==> src/rtl/axis_cmd_sequencer.sv <==
// Host-side command sequencer for the axis_control_wrapper slave stream.
// Takes one BRAM transfer command, serialises its 6-word header, forwards the
// write payload with a correct tlast, then waits for the wrapper's done
// strobe. Completion and coded errors are reported as one-cycle pulses.
module axis_cmd_sequencer #(
  parameter int          DATA_WIDTH     = 16,
  parameter int          BRAM_COUNT     = 16,
  parameter int          ADDR_WIDTH     = 9,
  parameter logic [15:0] MAGIC          = 16'hC0DE,
  parameter int          TIMEOUT_CYCLES = 4096
) (
  input  logic                  aclk,
  input  logic                  aresetn,
  input  logic                  cmd_valid,
  output logic                  cmd_ready,
  input  logic                  cmd_op,
  input  logic [4:0]            cmd_bram_start,
  input  logic [4:0]            cmd_bram_end,
  input  logic [ADDR_WIDTH-1:0] cmd_addr_start,
  input  logic [15:0]           cmd_count,
  input  logic [DATA_WIDTH-1:0] src_tdata,
  input  logic                  src_tvalid,
  output logic                  src_tready,
  output logic [DATA_WIDTH-1:0] m_axis_tdata,
  output logic                  m_axis_tvalid,
  input  logic                  m_axis_tready,
  output logic                  m_axis_tlast,
  input  logic                  write_done,
  input  logic                  read_done,
  input  logic                  error_invalid_magic,
  output logic                  busy,
  output logic                  cmd_done,
  output logic                  cmd_error,
  output logic [1:0]            err_code,
  output logic [20:0]           words_sent
);

  localparam int              TW       = $clog2(TIMEOUT_CYCLES) + 1;
  localparam logic [TW-1:0]   TMO_LAST = TW'(TIMEOUT_CYCLES - 1);

  typedef enum logic [2:0] {
    S_IDLE = 3'd0,
    S_HDR  = 3'd1,
    S_PAY  = 3'd2,
    S_WAIT = 3'd3,
    S_DONE = 3'd4,
    S_ERR  = 3'd5
  } state_t;

  state_t                state_q, state_d;
  logic [2:0]            hdr_idx_q, hdr_idx_d;
  logic                  op_q, op_d;
  logic [4:0]            start_q, start_d;
  logic [4:0]            end_q, end_d;
  logic [ADDR_WIDTH-1:0] addr_q, addr_d;
  logic [15:0]           count_q, count_d;
  logic [20:0]           total_q, total_d;
  logic [20:0]           ws_q, ws_d;
  logic [1:0]            err_code_q, err_code_d;
  logic [TW-1:0]         tmo_q, tmo_d;
  logic                  wd_prev_q, wd_prev_d;
  logic                  rd_prev_q, rd_prev_d;

  logic                  bad_cmd_s;
  logic [20:0]           total_s;
  logic                  done_edge_s;
  logic                  last_word_s;
  logic [DATA_WIDTH-1:0] hdr_word_s;

  // Command screening: empty/reversed range, range past the last BRAM, zero count.
  assign bad_cmd_s = (cmd_bram_end <= cmd_bram_start) ||
                     ({27'd0, cmd_bram_end} > 32'(BRAM_COUNT)) ||
                     (cmd_count == 16'd0);
  assign total_s   = 21'(cmd_bram_end - cmd_bram_start) * 21'(cmd_count);

  // Rising edge of the done strobe that belongs to the current operation,
  // measured against the level captured at acceptance / the previous cycle.
  assign done_edge_s = op_q ? (read_done  && !rd_prev_q)
                            : (write_done && !wd_prev_q);
  assign last_word_s = (ws_q == (total_q - 21'd1));

  // Header word selection by index; header fields are zero-extended.
  always_comb begin
    hdr_word_s = '0;
    case (hdr_idx_q)
      3'd0:    hdr_word_s = DATA_WIDTH'(MAGIC);
      3'd1:    hdr_word_s = op_q ? DATA_WIDTH'(16'h0002) : DATA_WIDTH'(16'h0001);
      3'd2:    hdr_word_s = DATA_WIDTH'(start_q);
      3'd3:    hdr_word_s = DATA_WIDTH'(end_q);
      3'd4:    hdr_word_s = DATA_WIDTH'(addr_q);
      3'd5:    hdr_word_s = DATA_WIDTH'(count_q);
      default: hdr_word_s = '0;
    endcase
  end

  // Next-state logic: command capture, header walk, payload count, done/timeout.
  always_comb begin
    state_d    = state_q;
    hdr_idx_d  = hdr_idx_q;
    op_d       = op_q;
    start_d    = start_q;
    end_d      = end_q;
    addr_d     = addr_q;
    count_d    = count_q;
    total_d    = total_q;
    ws_d       = ws_q;
    err_code_d = err_code_q;
    tmo_d      = '0;
    wd_prev_d  = wd_prev_q;
    rd_prev_d  = rd_prev_q;
    case (state_q)
      S_IDLE: begin
        if (cmd_valid) begin
          op_d       = cmd_op;
          start_d    = cmd_bram_start;
          end_d      = cmd_bram_end;
          addr_d     = cmd_addr_start;
          count_d    = cmd_count;
          total_d    = total_s;
          ws_d       = 21'd0;
          err_code_d = 2'd0;
          wd_prev_d  = write_done;
          rd_prev_d  = read_done;
          hdr_idx_d  = 3'd0;
          if (bad_cmd_s) begin
            state_d    = S_ERR;
            err_code_d = 2'd1;
          end else begin
            state_d    = S_HDR;
          end
        end else begin
          state_d = S_IDLE;
        end
      end
      S_HDR: begin
        if (error_invalid_magic) begin
          state_d    = S_ERR;
          err_code_d = 2'd2;
        end else if (m_axis_tready) begin
          if (hdr_idx_q == 3'd5) begin
            state_d = op_q ? S_WAIT : S_PAY;
          end else begin
            hdr_idx_d = hdr_idx_q + 3'd1;
          end
        end else begin
          state_d = S_HDR;
        end
      end
      S_PAY: begin
        if (error_invalid_magic) begin
          state_d    = S_ERR;
          err_code_d = 2'd2;
        end else if (src_tvalid && m_axis_tready) begin
          ws_d = ws_q + 21'd1;
          if (last_word_s) begin
            state_d = S_WAIT;
          end else begin
            state_d = S_PAY;
          end
        end else begin
          state_d = S_PAY;
        end
      end
      S_WAIT: begin
        wd_prev_d = write_done;
        rd_prev_d = read_done;
        tmo_d     = tmo_q + TW'(1);
        if (error_invalid_magic) begin
          state_d    = S_ERR;
          err_code_d = 2'd2;
        end else if (done_edge_s) begin
          state_d = S_DONE;
        end else if (tmo_q == TMO_LAST) begin
          state_d    = S_ERR;
          err_code_d = 2'd3;
        end else begin
          state_d = S_WAIT;
        end
      end
      S_DONE:  state_d = S_IDLE;
      S_ERR:   state_d = S_IDLE;
      default: state_d = S_IDLE;
    endcase
  end

  // State and command registers; reset aborts any transfer in flight.
  always_ff @(posedge aclk or negedge aresetn) begin
    if (!aresetn) begin
      state_q    <= S_IDLE;
      hdr_idx_q  <= 3'd0;
      op_q       <= 1'b0;
      start_q    <= 5'd0;
      end_q      <= 5'd0;
      addr_q     <= '0;
      count_q    <= 16'd0;
      total_q    <= 21'd0;
      ws_q       <= 21'd0;
      err_code_q <= 2'd0;
      tmo_q      <= '0;
      wd_prev_q  <= 1'b0;
      rd_prev_q  <= 1'b0;
    end else begin
      state_q    <= state_d;
      hdr_idx_q  <= hdr_idx_d;
      op_q       <= op_d;
      start_q    <= start_d;
      end_q      <= end_d;
      addr_q     <= addr_d;
      count_q    <= count_d;
      total_q    <= total_d;
      ws_q       <= ws_d;
      err_code_q <= err_code_d;
      tmo_q      <= tmo_d;
      wd_prev_q  <= wd_prev_d;
      rd_prev_q  <= rd_prev_d;
    end
  end

  // Stream outputs: header words come from registers only; PAY is a passthrough.
  always_comb begin
    m_axis_tvalid = 1'b0;
    m_axis_tdata  = '0;
    m_axis_tlast  = 1'b0;
    src_tready    = 1'b0;
    case (state_q)
      S_HDR: begin
        m_axis_tvalid = 1'b1;
        m_axis_tdata  = hdr_word_s;
        m_axis_tlast  = (hdr_idx_q == 3'd5) && op_q;
      end
      S_PAY: begin
        m_axis_tvalid = src_tvalid;
        m_axis_tdata  = src_tdata;
        m_axis_tlast  = last_word_s;
        src_tready    = m_axis_tready;
      end
      default: begin
        m_axis_tvalid = 1'b0;
        m_axis_tdata  = '0;
        m_axis_tlast  = 1'b0;
        src_tready    = 1'b0;
      end
    endcase
  end

  assign cmd_ready  = (state_q == S_IDLE);
  assign busy       = (state_q != S_IDLE);
  assign cmd_done   = (state_q == S_DONE);
  assign cmd_error  = (state_q == S_ERR);
  assign err_code   = err_code_q;
  assign words_sent = ws_q;

endmodule

==> config.mk <==
export PLATFORM = sky130hd
export DESIGN_NAME = axis_cmd_sequencer
export DESIGN_NICKNAME = d
export VERILOG_FILES = /design/src/rtl/axis_cmd_sequencer.sv
export SDC_FILE = /design/constraint.sdc
export NUM_CORES = 1
export LEC_CHECK = 0
export ABC_AREA = 1
export CAP_MARGIN = 20
export CORE_AREA = 2 2 128 130
export CTS_CLUSTER_DIAMETER = 120
export DETAILED_ROUTE_END_ITERATION = 6
export DIE_AREA = 0 0 130 132
export GPL_TIMING_DRIVEN = 0
export MAX_ROUTING_LAYER = met4
export PLACE_DENSITY = 0.92
export SYNTH_ARGS = -nofsm -noshare
export SYNTH_HDL_FRONTEND = slang
export SYNTH_SLANG_ARGS = --single-unit
==> constraint.sdc <==
create_clock -name aclk -period 5.4 [get_ports aclk]
set_clock_uncertainty 0.05 [all_clocks]
set_input_delay 0.81 -clock aclk [delete_from_list [all_inputs] [get_ports aclk]]
set_output_delay 0.81 -clock aclk [all_outputs]
set_load 0.02 [all_outputs]
==> report_table.html, run 1 <==
<table>
<tr><th>Metric</th><th>Value</th></tr>
<tr><th colspan="2">Job</th></tr>
<tr><td>Max-cap violations</td><td>0</td></tr>
<tr><th colspan="2">STA</th></tr>
<tr><td>Hold Fails Final Rpt</td><td>0</td></tr>
<tr><td>Number of setup violations in the final report</td><td>8</td></tr>
<tr><td>PnR worst setup slack</td><td>-97.6 ps</td></tr>
<tr><td>Ratio of final minimum period to clock period</td><td>102%</td></tr>
<tr><td>Setup repair after global routing missed its margin</td><td>true</td></tr>
<tr><td>Final number of max-transition violations</td><td>0</td></tr>
<tr><td>Worst-case headroom to the max-slew limit</td><td>between 30% and 40%</td></tr>
<tr><td>Max Clk Rate</td><td>182 MHz</td></tr>
<tr><td>Time the worst path needs with I/O delays and setup</td><td>between 5000 and 6000 ps</td></tr>
<tr><td>Slew at the pin closest to its max-slew limit</td><td>~940 ps</td></tr>
<tr><th colspan="2">Floorplan</th></tr>
<tr><td>Count of boundary I/O pins</td><td>106</td></tr>
<tr><td>Initial cell density of the core</td><td>56.9%</td></tr>
<tr><td>Placeable core area</td><td>0.0157 mm2</td></tr>
<tr><td>Die Outline Area</td><td>approximately 0.017 mm2</td></tr>
<tr><td>Die Y</td><td>~130 um</td></tr>
<tr><td>Die boundary width</td><td>130 um</td></tr>
<tr><td>Site Rows</td><td>46</td></tr>
<tr><th colspan="2">Clock network</th></tr>
<tr><td>Clock sink count</td><td>101</td></tr>
<tr><td>Root buf cell</td><td>sky130_fd_sc_hd__clkbuf_16</td></tr>
<tr><td>Clock latency on the worst-skew pair</td><td>370 ps</td></tr>
<tr><td>CTS tree</td><td>built</td></tr>
<tr><td>Max Buffers Root-to-Sink</td><td>2</td></tr>
<tr><td>Number of H-tree branching levels</td><td>3</td></tr>
<tr><td>Clock Pin Slew Worst Setup and Hold Paths</td><td>70 ps</td></tr>
<tr><td>Clock buffer count from CTS</td><td>9</td></tr>
<tr><td>Quantity of hold-fixing buffers added after cts</td><td>0</td></tr>
<tr><th colspan="2">Layout</th></tr>
<tr><td>Area taken by multi-input logic gates</td><td>0.00614 mm2</td></tr>
<tr><td>Ratio of cells with drive above 1 in the final layout</td><td>14.1%</td></tr>
<tr><td>Final #Nets</td><td>1521</td></tr>
<tr><td>Sequential cell area</td><td>around 0.0025 mm2</td></tr>
<tr><td>Core utilization of the finished layout</td><td>72.7%</td></tr>
<tr><td>Most common cell after layout, fill and taps aside</td><td>sky130_fd_sc_hd__nand2_1</td></tr>
<tr><td>Post-route design area</td><td>0.0114 mm2</td></tr>
<tr><td>Total of fill cells in the finished design</td><td>1101</td></tr>
<tr><td>Area Growth Syn to Fin</td><td>27.7%</td></tr>
<tr><td>Number of inserted diodes</td><td>0</td></tr>
<tr><td>Most used cells in the layout excluding fill and tap cells</td><td>sky130_fd_sc_hd__nand2_1 (278), sky130_fd_sc_hd__inv_1 (154), sky130_fd_sc_hd__nor2_1 (137), sky130_fd_sc_hd__dfrtp_1 (101), sky130_fd_sc_hd__clkdlybuf4s50_1 (95)</td></tr>
<tr><th colspan="2">Power</th></tr>
<tr><td>Cell Pwr Density</td><td>604 mW/mm2</td></tr>
<tr><td>Final Total Pwr</td><td>just under 7 mW</td></tr>
<tr><td>Peak supply drop</td><td>0.647 mV</td></tr>
<tr><td>Leakage power</td><td>approximately 5.5 nW</td></tr>
<tr><th colspan="2">Routing</th></tr>
<tr><td>Number of design-rule violations left by the first detailed-router iteration</td><td>1159</td></tr>
<tr><td>Via count of the routed design</td><td>9406</td></tr>
<tr><td>Total wire length</td><td>roughly 30 mm</td></tr>
<tr><td>DR DRC count</td><td>0</td></tr>
<tr><td>Post-detailed-route count of antenna-violating nets</td><td>0</td></tr>
<tr><td>Sum of met3 wire segment lengths after detailed routing</td><td>around 2.8 mm</td></tr>
<tr><td>Met2 wirelength from detailed routing</td><td>14.5 mm</td></tr>
<tr><td>Routed metal-1 wirelength</td><td>10.8 mm</td></tr>
<tr><td>Number of detailed-routing iterations run before antenna repair</td><td>6</td></tr>
<tr><td>Uppermost signal routing layer after detailed routing</td><td>met4</td></tr>
<tr><td>Post-DR wirelength/cell</td><td>19.1 um</td></tr>
<tr><td>Drt via density</td><td>roughly 6</td></tr>
<tr><th colspan="2">Synth</th></tr>
<tr><td>Xor and xnor area share after synthesis</td><td>3.82%</td></tr>
<tr><td>Adder-cell share of the synthesized area</td><td>21.0%</td></tr>
<tr><td>Synthesized flop and latch total</td><td>101</td></tr>
<tr><td>Post-synthesis instance area</td><td>0.00894 mm2</td></tr>
<tr><td>Post-synthesis sequential area ratio</td><td>28.3%</td></tr>
<tr><td>Mean cell area of the mapped netlist</td><td>7.48 um2</td></tr>
<tr><td>Largest cells by area after synthesis</td><td>sky130_fd_sc_hd__dfrtp_1 (28%), sky130_fd_sc_hd__fa_1 (13%), sky130_fd_sc_hd__nand2_1 (12%)</td></tr>
<tr><td>Gate Count Post-Synth</td><td>1195</td></tr>
<tr><td>Nets in the synthesized netlist</td><td>1370</td></tr>
<tr><td>Most area-hungry cell type in the Yosys netlist</td><td>sky130_fd_sc_hd__dfrtp_1</td></tr>
<tr><td>Largest family of logic cells by synthesized area</td><td>simple AND/OR/NAND/NOR gates</td></tr>
<tr><td>Share of cell area taken by muxes after synthesis</td><td>0%</td></tr>
<tr><td>Yosys warns</td><td>0</td></tr>
<tr><td>Number of unique standard cell types used by synthesis</td><td>~50</td></tr>
<tr><td>Area fraction in and, or, nand and nor cells after synthesis</td><td>27.1%</td></tr>
<tr><td>Compound-cell area share of the yosys netlist</td><td>10.9%</td></tr>
<tr><td>Top cell type's share of synthesized area</td><td>between 20% and 30%</td></tr>
<tr><th colspan="2">Setup path</th></tr>
<tr><td>Classification of the worst setup path</td><td>in -&gt; reg</td></tr>
<tr><td>Critical Path Sink</td><td>total_q[14]</td></tr>
<tr><td>Launch point of the worst path</td><td>cmd_bram_start[1]</td></tr>
<tr><td>CP startpoint kind</td><td>input pin</td></tr>
<tr><td>Required time at the endpoint of the critical path</td><td>5650 ps</td></tr>
<tr><td>Setup slack of the worst register-to-register path</td><td>2860 ps</td></tr>
<tr><td>Arr. time, crit path</td><td>~5800 ps</td></tr>
<tr><td>RR Startpoint</td><td>total_q[0]</td></tr>
<tr><td>Critical register-to-register path endpoint</td><td>state_q[0]</td></tr>
<tr><td>Crit path max fanout</td><td>3</td></tr>
<tr><td>Cell depth of the worst flop-to-flop path</td><td>14</td></tr>
<tr><td>Crit path capture type</td><td>flip-flop</td></tr>
<tr><th colspan="2">Place</th></tr>
<tr><td>Worst-case setup slack after placement</td><td>-1040 ps</td></tr>
<tr><td>Gp weighted congestion</td><td>0.931</td></tr>
<tr><td>Cell area after placement</td><td>roughly 0.010 mm2</td></tr>
<tr><td>Placed wire-length estimate after detailed placement</td><td>19.6 mm</td></tr>
<tr><td>Count of buffers inserted at the top-level ports</td><td>105</td></tr>
<tr><th colspan="2">Status</th></tr>
<tr><td>Result of the run</td><td>complete, but fails checks</td></tr>
<tr><td>Violated checks</td><td>negative setup slack</td></tr>
<tr><th colspan="2">Global routing</th></tr>
<tr><td>Vias in the first global route</td><td>~9000</td></tr>
<tr><td>Antenna violations before repair</td><td>0</td></tr>
<tr><td>Wire length of the first global-routing pass</td><td>43.7 mm</td></tr>
<tr><td>GRT Total Usage</td><td>approximately 33%</td></tr>
<tr><td>Global route overflow</td><td>0</td></tr>
<tr><td>Maximum number of pins on one net before global-route repair</td><td>66</td></tr>
<tr><th colspan="2">Hold path</th></tr>
<tr><td>Class of the tightest hold or removal check</td><td>in -&gt; async</td></tr>
</table>
## cell usage after synthesis, drive strengths merged
cell type	number
nor3	22
clkbuf	25
nand3	64
nand4	13
nor4	7
nand3b	4
nor4b	1
o41ai	1
a21oi	44
a21o	1
o2111ai	1
or2	9
buf	5
a211oi	1
xor2	18
inv	180
o31ai	9
fa	58
a2111oi	1
a221oi	6
o22ai	3
xnor2	21
o21a	3
o21ai	81
o311ai	1
and2	2
nor3b	2
clkinv	1
a21boi	1
nand2	286
ha	57
nor2	152
o211ai	4
a22o	10
dfrtp	101
## per-layer routing
layer | track usage (%) | vias to the layer above
li1 | - | 4118
met4 | 14.8 | 0
met2 | 53.6 | 652
met5 | - | -
met1 | 40.2 | 4444
met3 | 6.29 | 192
## area by class of cell
cell class              count  area share, %
multi-input cells         883           53.8
flip-flops and latches    101           22.1
repair buffers            141           11.7
inverters                 181           6.02
well taps                 216           2.37
clock buffers              11           2.13
plain buffers              29           1.38
clock inverters             5          0.504
## critical path, stage by stage
cell and delay (ps):
sky130_fd_sc_hd__dlygate4sd2_1 230, sky130_fd_sc_hd__inv_2 80, sky130_fd_sc_hd__ha_4 170, sky130_fd_sc_hd__a21oi_4 180, sky130_fd_sc_hd__o21ai_4 100, sky130_fd_sc_hd__a21oi_2 160, sky130_fd_sc_hd__nor2_2 70, sky130_fd_sc_hd__nor2_4 160
sky130_fd_sc_hd__nand2_2 80, sky130_fd_sc_hd__fa_1 550, sky130_fd_sc_hd__fa_1 580, sky130_fd_sc_hd__inv_2 50, sky130_fd_sc_hd__fa_1 530, sky130_fd_sc_hd__inv_2 70, sky130_fd_sc_hd__fa_2 600, sky130_fd_sc_hd__inv_4 50
sky130_fd_sc_hd__fa_2 420, sky130_fd_sc_hd__nand2_4 90, sky130_fd_sc_hd__a21oi_4 70, sky130_fd_sc_hd__nand3_2 80, sky130_fd_sc_hd__nand2_2 60, sky130_fd_sc_hd__nand3_2 60, sky130_fd_sc_hd__nand2_2 70, sky130_fd_sc_hd__a21oi_2 130
sky130_fd_sc_hd__or2_0 120, sky130_fd_sc_hd__nand3_1 90, sky130_fd_sc_hd__nand2_1 100
## sequential cells by signal, indices dropped and copies added (netlist names), 3 cells and up
signal	cells
words_sent	21
hdr_idx_q	3
total_q	21
state_q	3
tmo_q	13
count_q	16
start_q	5
end_q	5
addr_q	9
## repair_timing
| item | 4_1_cts | 5_1_grt |
|---|---|---|
| endpoints found under the setup margin | 15 | 11 |
| pin swaps | 34 | 36 |
| buffers inserted | 28 | 7 |
| resized for setup | 83 | 52 |
## power by group
part / switching, mW / internal [mW] / total [mW]
Clock: 0.312 / 0.375 / 0.687
Combinational: 2.89 / 2.08 / 4.98
Sequential: 0.238 / 0.996 / 1.23
## kinds of logic (layout without fill, tap and decap cells)
kind of cell	after synthesis	in the layout
and+or+nand+nor	562	562
buffers and inverters	211	367
adders and majority gates	115	115
AOI/OAI and AO/OA	167	167
DFF	101	101
xor gates and xnor gates	39	39
## worst min-delay path by stage
stage               end  slack (ps)  depth (start not counted)
3_5_place_dp   end_q[3]         410                          2
5_1_grt        tmo_q[0]         400                          1
3_3_place_gp   tmo_q[0]         400                          1
2_1_floorplan  tmo_q[0]         380                          1
4_1_cts        tmo_q[0]         380                          1
6_report       tmo_q[0]         370                          1
## stage by stage
stage	hold slack (ps)	instances	TNS (ps)
finish	369	1567	-493
global route	401	1567	-1220
CTS	384	1560	0
detailed placement	411	1517	-12550
global placement	397	1516	-34170
floorplan	383	1195	-0.972
No activity file was read; power rests on OpenSTA's default activity.
==> inputs of run 2 (changes only) <==
ABC_CLOCK_PERIOD_IN_PS = 5400   (was not set)
==> results of run 2 <==
No change in the layout: final DEF, timing and power equal those of run 1.
==> inputs of run 3 (changes only) <==
ABC_AREA = 0   (was 1)
CORE_AREA = 2 2 126 128   (was 2 2 128 130)
DIE_AREA = 0 0 128 130   (was 0 0 130 132)
MAX_ROUTING_LAYER = not set   (was met4)
PLACE_DENSITY = 0.93   (was 0.92)
SKIP_LAST_GASP = 1   (was not set)
==> run 3 against run 2 <==
- the flow finishes with violations (design-rule violations, negative setup slack)
- sequential share of layout area increased by 0.84 points
- final cell count decreased by 14%
- highest routed layer unchanged
- critical endpoint is now total_q[20]
- critical path type unchanged
- largest cell class unchanged
- clock power decreased by 8.6%
- synthesized cell count decreased by 16%
- utilization decreased by 1.4 points
==> report_table.html, run 3 <==
<table>
<tr><th>Metric</th><th>Value</th></tr>
<tr><th colspan="2">STA</th></tr>
<tr><td>Worst-case headroom to the max-slew limit</td><td>50.5%</td></tr>
<tr><td>Hold Fails Final Rpt</td><td>0</td></tr>
<tr><td>Max Clk Rate</td><td>approximately 160 MHz</td></tr>
<tr><td>Setup repair after global routing missed its margin</td><td>true</td></tr>
<tr><td>Time the worst path needs with I/O delays and setup</td><td>6230 ps</td></tr>
<tr><td>Setup TNS Final</td><td>-6220 ps</td></tr>
<tr><td>Slew at the pin closest to its max-slew limit</td><td>742 ps</td></tr>
<tr><td>Final number of max-transition violations</td><td>0</td></tr>
<tr><td>Ratio of final minimum period to clock period</td><td>115%</td></tr>
<tr><td>PnR worst setup slack</td><td>-825 ps</td></tr>
<tr><td>Number of setup violations in the final report</td><td>14</td></tr>
<tr><th colspan="2">Layout</th></tr>
<tr><td>Most common cell after layout, fill and taps aside</td><td>sky130_fd_sc_hd__nand2_1</td></tr>
<tr><td>Number of inserted diodes</td><td>0</td></tr>
<tr><td>Final #Nets</td><td>1318</td></tr>
<tr><td>Core utilization of the finished layout</td><td>~70%</td></tr>
<tr><td>Ratio of cells with drive above 1 in the final layout</td><td>around an eighth</td></tr>
<tr><td>Area Growth Syn to Fin</td><td>26.1%</td></tr>
<tr><td>Number of cells in the finished layout apart from fillers</td><td>1340</td></tr>
<tr><td>Most used cells in the layout excluding fill and tap cells</td><td>sky130_fd_sc_hd__nand2_1 (175), sky130_fd_sc_hd__dfrtp_1 (101), sky130_fd_sc_hd__clkdlybuf4s50_1 (98), sky130_fd_sc_hd__nor2_1 (67), sky130_fd_sc_hd__inv_1 (64)</td></tr>
<tr><th colspan="2">Setup path</th></tr>
<tr><td>Slowest cell on the critical path</td><td>sky130_fd_sc_hd__fa_2</td></tr>
<tr><td>Arr. time, crit path</td><td>6420 ps</td></tr>
<tr><td>CP startpoint kind</td><td>input pin</td></tr>
<tr><td>Ordered cell list for the critical path</td><td>clkdlybuf4s50_1 &gt; ha_4 &gt; o21ai_2 &gt; a21boi_2 &gt; buf_4 &gt; or2_4 &gt; clkbuf_8 &gt; nor2_2 &gt; fa_1 &gt; fa_2 &gt; fa_1 &gt; ha_1 &gt; ha_1 &gt; o211ai_1 &gt; o211ai_1 &gt; a41oi_2 &gt; o21ai_2 &gt; o31ai_4 &gt; and4_1 &gt; a2111o_1</td></tr>
<tr><td>Largest stage delay on the critical path</td><td>630 ps</td></tr>
<tr><td>Crit path capture type</td><td>flip-flop</td></tr>
<tr><td>Classification of the worst setup path</td><td>in -&gt; reg</td></tr>
<tr><td>Crit path buffers/inverters</td><td>3</td></tr>
<tr><td>Crit path max fanout</td><td>10</td></tr>
<tr><td>Family with the most delay on the worst path</td><td>adder cells</td></tr>
<tr><td>Required time at the endpoint of the critical path</td><td>5600 ps</td></tr>
<tr><td>Setup slack of the worst register-to-register path</td><td>2300 ps</td></tr>
<tr><th colspan="2">Routing</th></tr>
<tr><td>Total wire length</td><td>28.3 mm</td></tr>
<tr><td>Via count of the routed design</td><td>8649</td></tr>
<tr><td>DR DRC count</td><td>19</td></tr>
<tr><td>Post-DR wirelength/cell</td><td>21.1 um</td></tr>
<tr><td>Post-detailed-route count of antenna-violating nets</td><td>0</td></tr>
<tr><td>Drt via density</td><td>6.45</td></tr>
<tr><td>Number of detailed-routing iterations run before antenna repair</td><td>7</td></tr>
<tr><td>Number of design-rule violations left by the first detailed-router iteration</td><td>1033</td></tr>
<tr><th colspan="2">Job</th></tr>
<tr><td>Max-cap violations</td><td>0</td></tr>
<tr><th colspan="2">Floorplan</th></tr>
<tr><td>Site Rows</td><td>46</td></tr>
<tr><td>Die Y</td><td>130 um</td></tr>
<tr><td>Initial cell density of the core</td><td>56.6%</td></tr>
<tr><td>Die boundary width</td><td>128 um</td></tr>
<tr><td>Placeable core area</td><td>0.0154 mm2</td></tr>
<tr><td>Count of boundary I/O pins</td><td>106</td></tr>
<tr><td>Die Outline Area</td><td>0.0166 mm2</td></tr>
<tr><th colspan="2">Place</th></tr>
<tr><td>Gp weighted congestion</td><td>0.911</td></tr>
<tr><td>Count of buffers inserted at the top-level ports</td><td>105</td></tr>
<tr><td>Placed wire-length estimate after detailed placement</td><td>around 18 mm</td></tr>
<tr><td>Post-Place Cells</td><td>approximately 1300</td></tr>
<tr><th colspan="2">Synth</th></tr>
<tr><td>EDFF count, synth</td><td>0</td></tr>
<tr><td>Largest cells by area after synthesis</td><td>sky130_fd_sc_hd__dfrtp_1 (29%), sky130_fd_sc_hd__fa_1 (13%), sky130_fd_sc_hd__ha_1 (8.2%)</td></tr>
<tr><td>Post-synthesis sequential area ratio</td><td>29.0%</td></tr>
<tr><td>Most area-hungry cell type in the Yosys netlist</td><td>sky130_fd_sc_hd__dfrtp_1</td></tr>
<tr><td>Most common cell in the netlist</td><td>sky130_fd_sc_hd__nand2_1</td></tr>
<tr><td>Gate Count Post-Synth</td><td>998</td></tr>
<tr><td>FFs w/ async S/R, synth</td><td>100%</td></tr>
<tr><td>Post-synthesis instance area</td><td>0.00872 mm2</td></tr>
<tr><td>Number of unique standard cell types used by synthesis</td><td>71</td></tr>
<tr><td>Top cells by count, synth</td><td>sky130_fd_sc_hd__nand2_1 (177), sky130_fd_sc_hd__dfrtp_1 (101), sky130_fd_sc_hd__nor2_1 (73), sky130_fd_sc_hd__inv_1 (70)</td></tr>
<tr><td>Mean cell area of the mapped netlist</td><td>8.74 um2</td></tr>
<tr><td>Primary FF master, synth</td><td>sky130_fd_sc_hd__dfrtp_1</td></tr>
<tr><td>Nets in the synthesized netlist</td><td>1173</td></tr>
<tr><td>Top cell type's share of synthesized area</td><td>29.0%</td></tr>
<tr><td>Synthesized flop and latch total</td><td>between 100 and 150</td></tr>
<tr><td>Yosys warns</td><td>0</td></tr>
<tr><th colspan="2">Clock network</th></tr>
<tr><td>Number of H-tree branching levels</td><td>3</td></tr>
<tr><td>Root buf cell</td><td>sky130_fd_sc_hd__clkbuf_16</td></tr>
<tr><td>Max Buffers Root-to-Sink</td><td>2</td></tr>
<tr><td>Clock buffer count from CTS</td><td>9</td></tr>
<tr><td>Clock sink count</td><td>between 100 and 150</td></tr>
<tr><td>Clock Pin Slew Worst Setup and Hold Paths</td><td>~70 ps</td></tr>
<tr><td>Clock latency on the worst-skew pair</td><td>370 ps</td></tr>
<tr><td>Quantity of hold-fixing buffers added after cts</td><td>0</td></tr>
<tr><td>CTS tree</td><td>built</td></tr>
<tr><th colspan="2">Hold path</th></tr>
<tr><td>Class of the tightest hold or removal check</td><td>in -&gt; async</td></tr>
<tr><th colspan="2">Global routing</th></tr>
<tr><td>Maximum number of pins on one net before global-route repair</td><td>75</td></tr>
<tr><td>Wire length of the first global-routing pass</td><td>43.1 mm</td></tr>
<tr><td>GRT Total Usage</td><td>between 30% and 40%</td></tr>
<tr><td>Antenna violations before repair</td><td>0</td></tr>
<tr><td>Vias in the first global route</td><td>8511</td></tr>
<tr><td>Global route overflow</td><td>0</td></tr>
<tr><th colspan="2">Status</th></tr>
<tr><td>Violated checks</td><td>design-rule violations, negative setup slack</td></tr>
<tr><td>Result of the run</td><td>complete, but fails checks</td></tr>
<tr><th colspan="2">Power</th></tr>
<tr><td>Leakage power</td><td>4.91 nW</td></tr>
<tr><td>Cell Pwr Density</td><td>between 600 and 700 mW/mm2</td></tr>
<tr><td>Peak supply drop</td><td>approximately 0.54 mV</td></tr>
</table>
==> run 3: cell types whose count changed in the layout (fill, tap and decap cells not counted), sizes merged, moves of 7 or more <==
cell / before / now
nor2: 152 / 75
a21oi: 44 / 27
xor2: 18 / 30
xnor2: 21 / 39
o21ai: 81 / 60
nor2b: 0 / 14
nand2b: 0 / 12
and3: 0 / 9
nand3: 64 / 23
and2: 2 / 58
nand2: 286 / 177
or2: 9 / 2
inv: 182 / 73
==> run 3: area by class of cell <==
cell class,count,area [um2]
multi-input combinational,790,6190
fill,1021,4420
sequential,101,2530
timing repair buffer,135,1310
inverter,71,282
tap,192,240
clock buffer,10,229
buffer,35,176
clock inverter,6,46.3
==> run 3: path summary, 6_finish.rpt <==
kind	from	end	depth (start not counted)
setup / recovery	cmd_bram_end[3]	total_q[20]	20
hold / removal	aresetn	words_sent[16]	1
setup reg to reg	state_q[1]	words_sent[5]	7
hold reg to reg	start_q[3]	start_q[3]	2
max in group asynchronous	aresetn	tmo_q[1]	2
min in group aclk	start_q[3]	start_q[3]	2
==> run 3: cell families (layout without fill, tap and decap cells) <==
logic type      after synthesis  count (layout)  synth area share (%)
simple gates                444             444                  25.2
compound gates              154             154                  11.7
fa+ha+maj                   115             115                  21.5
buf+inv                     107             257                  4.76
flops                       101             101                  29.0
xor+xnor                     69              69                  6.93
mux                           8               8                 0.961
==> run 3: power breakdown <==
part / leakage [nW] / switching [mW] / internal (mW)
Clock: 0.129 / 0.312 / 0.316
Sequential: 1.31 / 0.248 / 0.996
Combinational: 3.47 / 2.69 / 2.07
==> run 3: metal layers <==
layer | global-route usage (%) | up-vias | part of all wire [%]
met3 | 5.90 | 212 | 9.8
met4 | 20.7 | 0 | 7.7
met5 | 0 | - | 0
li1 | - | 3641 | -
met1 | 40.4 | 4082 | 35
met2 | 55.0 | 714 | 47
==> run 3: worst register-to-register path: stages (launching register included) <==
cell                       delay, ps
sky130_fd_sc_hd__dfrtp_1         400
sky130_fd_sc_hd__buf_2           190
sky130_fd_sc_hd__nor3_1          450
sky130_fd_sc_hd__and2_1          190
sky130_fd_sc_hd__clkbuf_1        450
sky130_fd_sc_hd__clkbuf_1        520
sky130_fd_sc_hd__buf_1           560
sky130_fd_sc_hd__nor2_1          140
==> run 3: metrics by stage <==
step	hold slack (ps)	setup WS (ps)	area, um2	total power [mW]
finish	311	-825	11000	6.64
detailed placement	412	-1730	10200	4.93
CTS	331	-693	10800	6.01
floorplan	390	-505	8850	3.93
global route	342	-923	11000	7.00
global placement	405	-1670	10100	4.74
==> run 3: timing repair <==
| action | 4_1_cts | 5_1_grt |
|---|---|---|
| endpoints found under the setup margin | 16 | 14 |
| resized for setup | 63 | 35 |
| pin swaps | 43 | 34 |
| setup buffers | 23 | 9 |
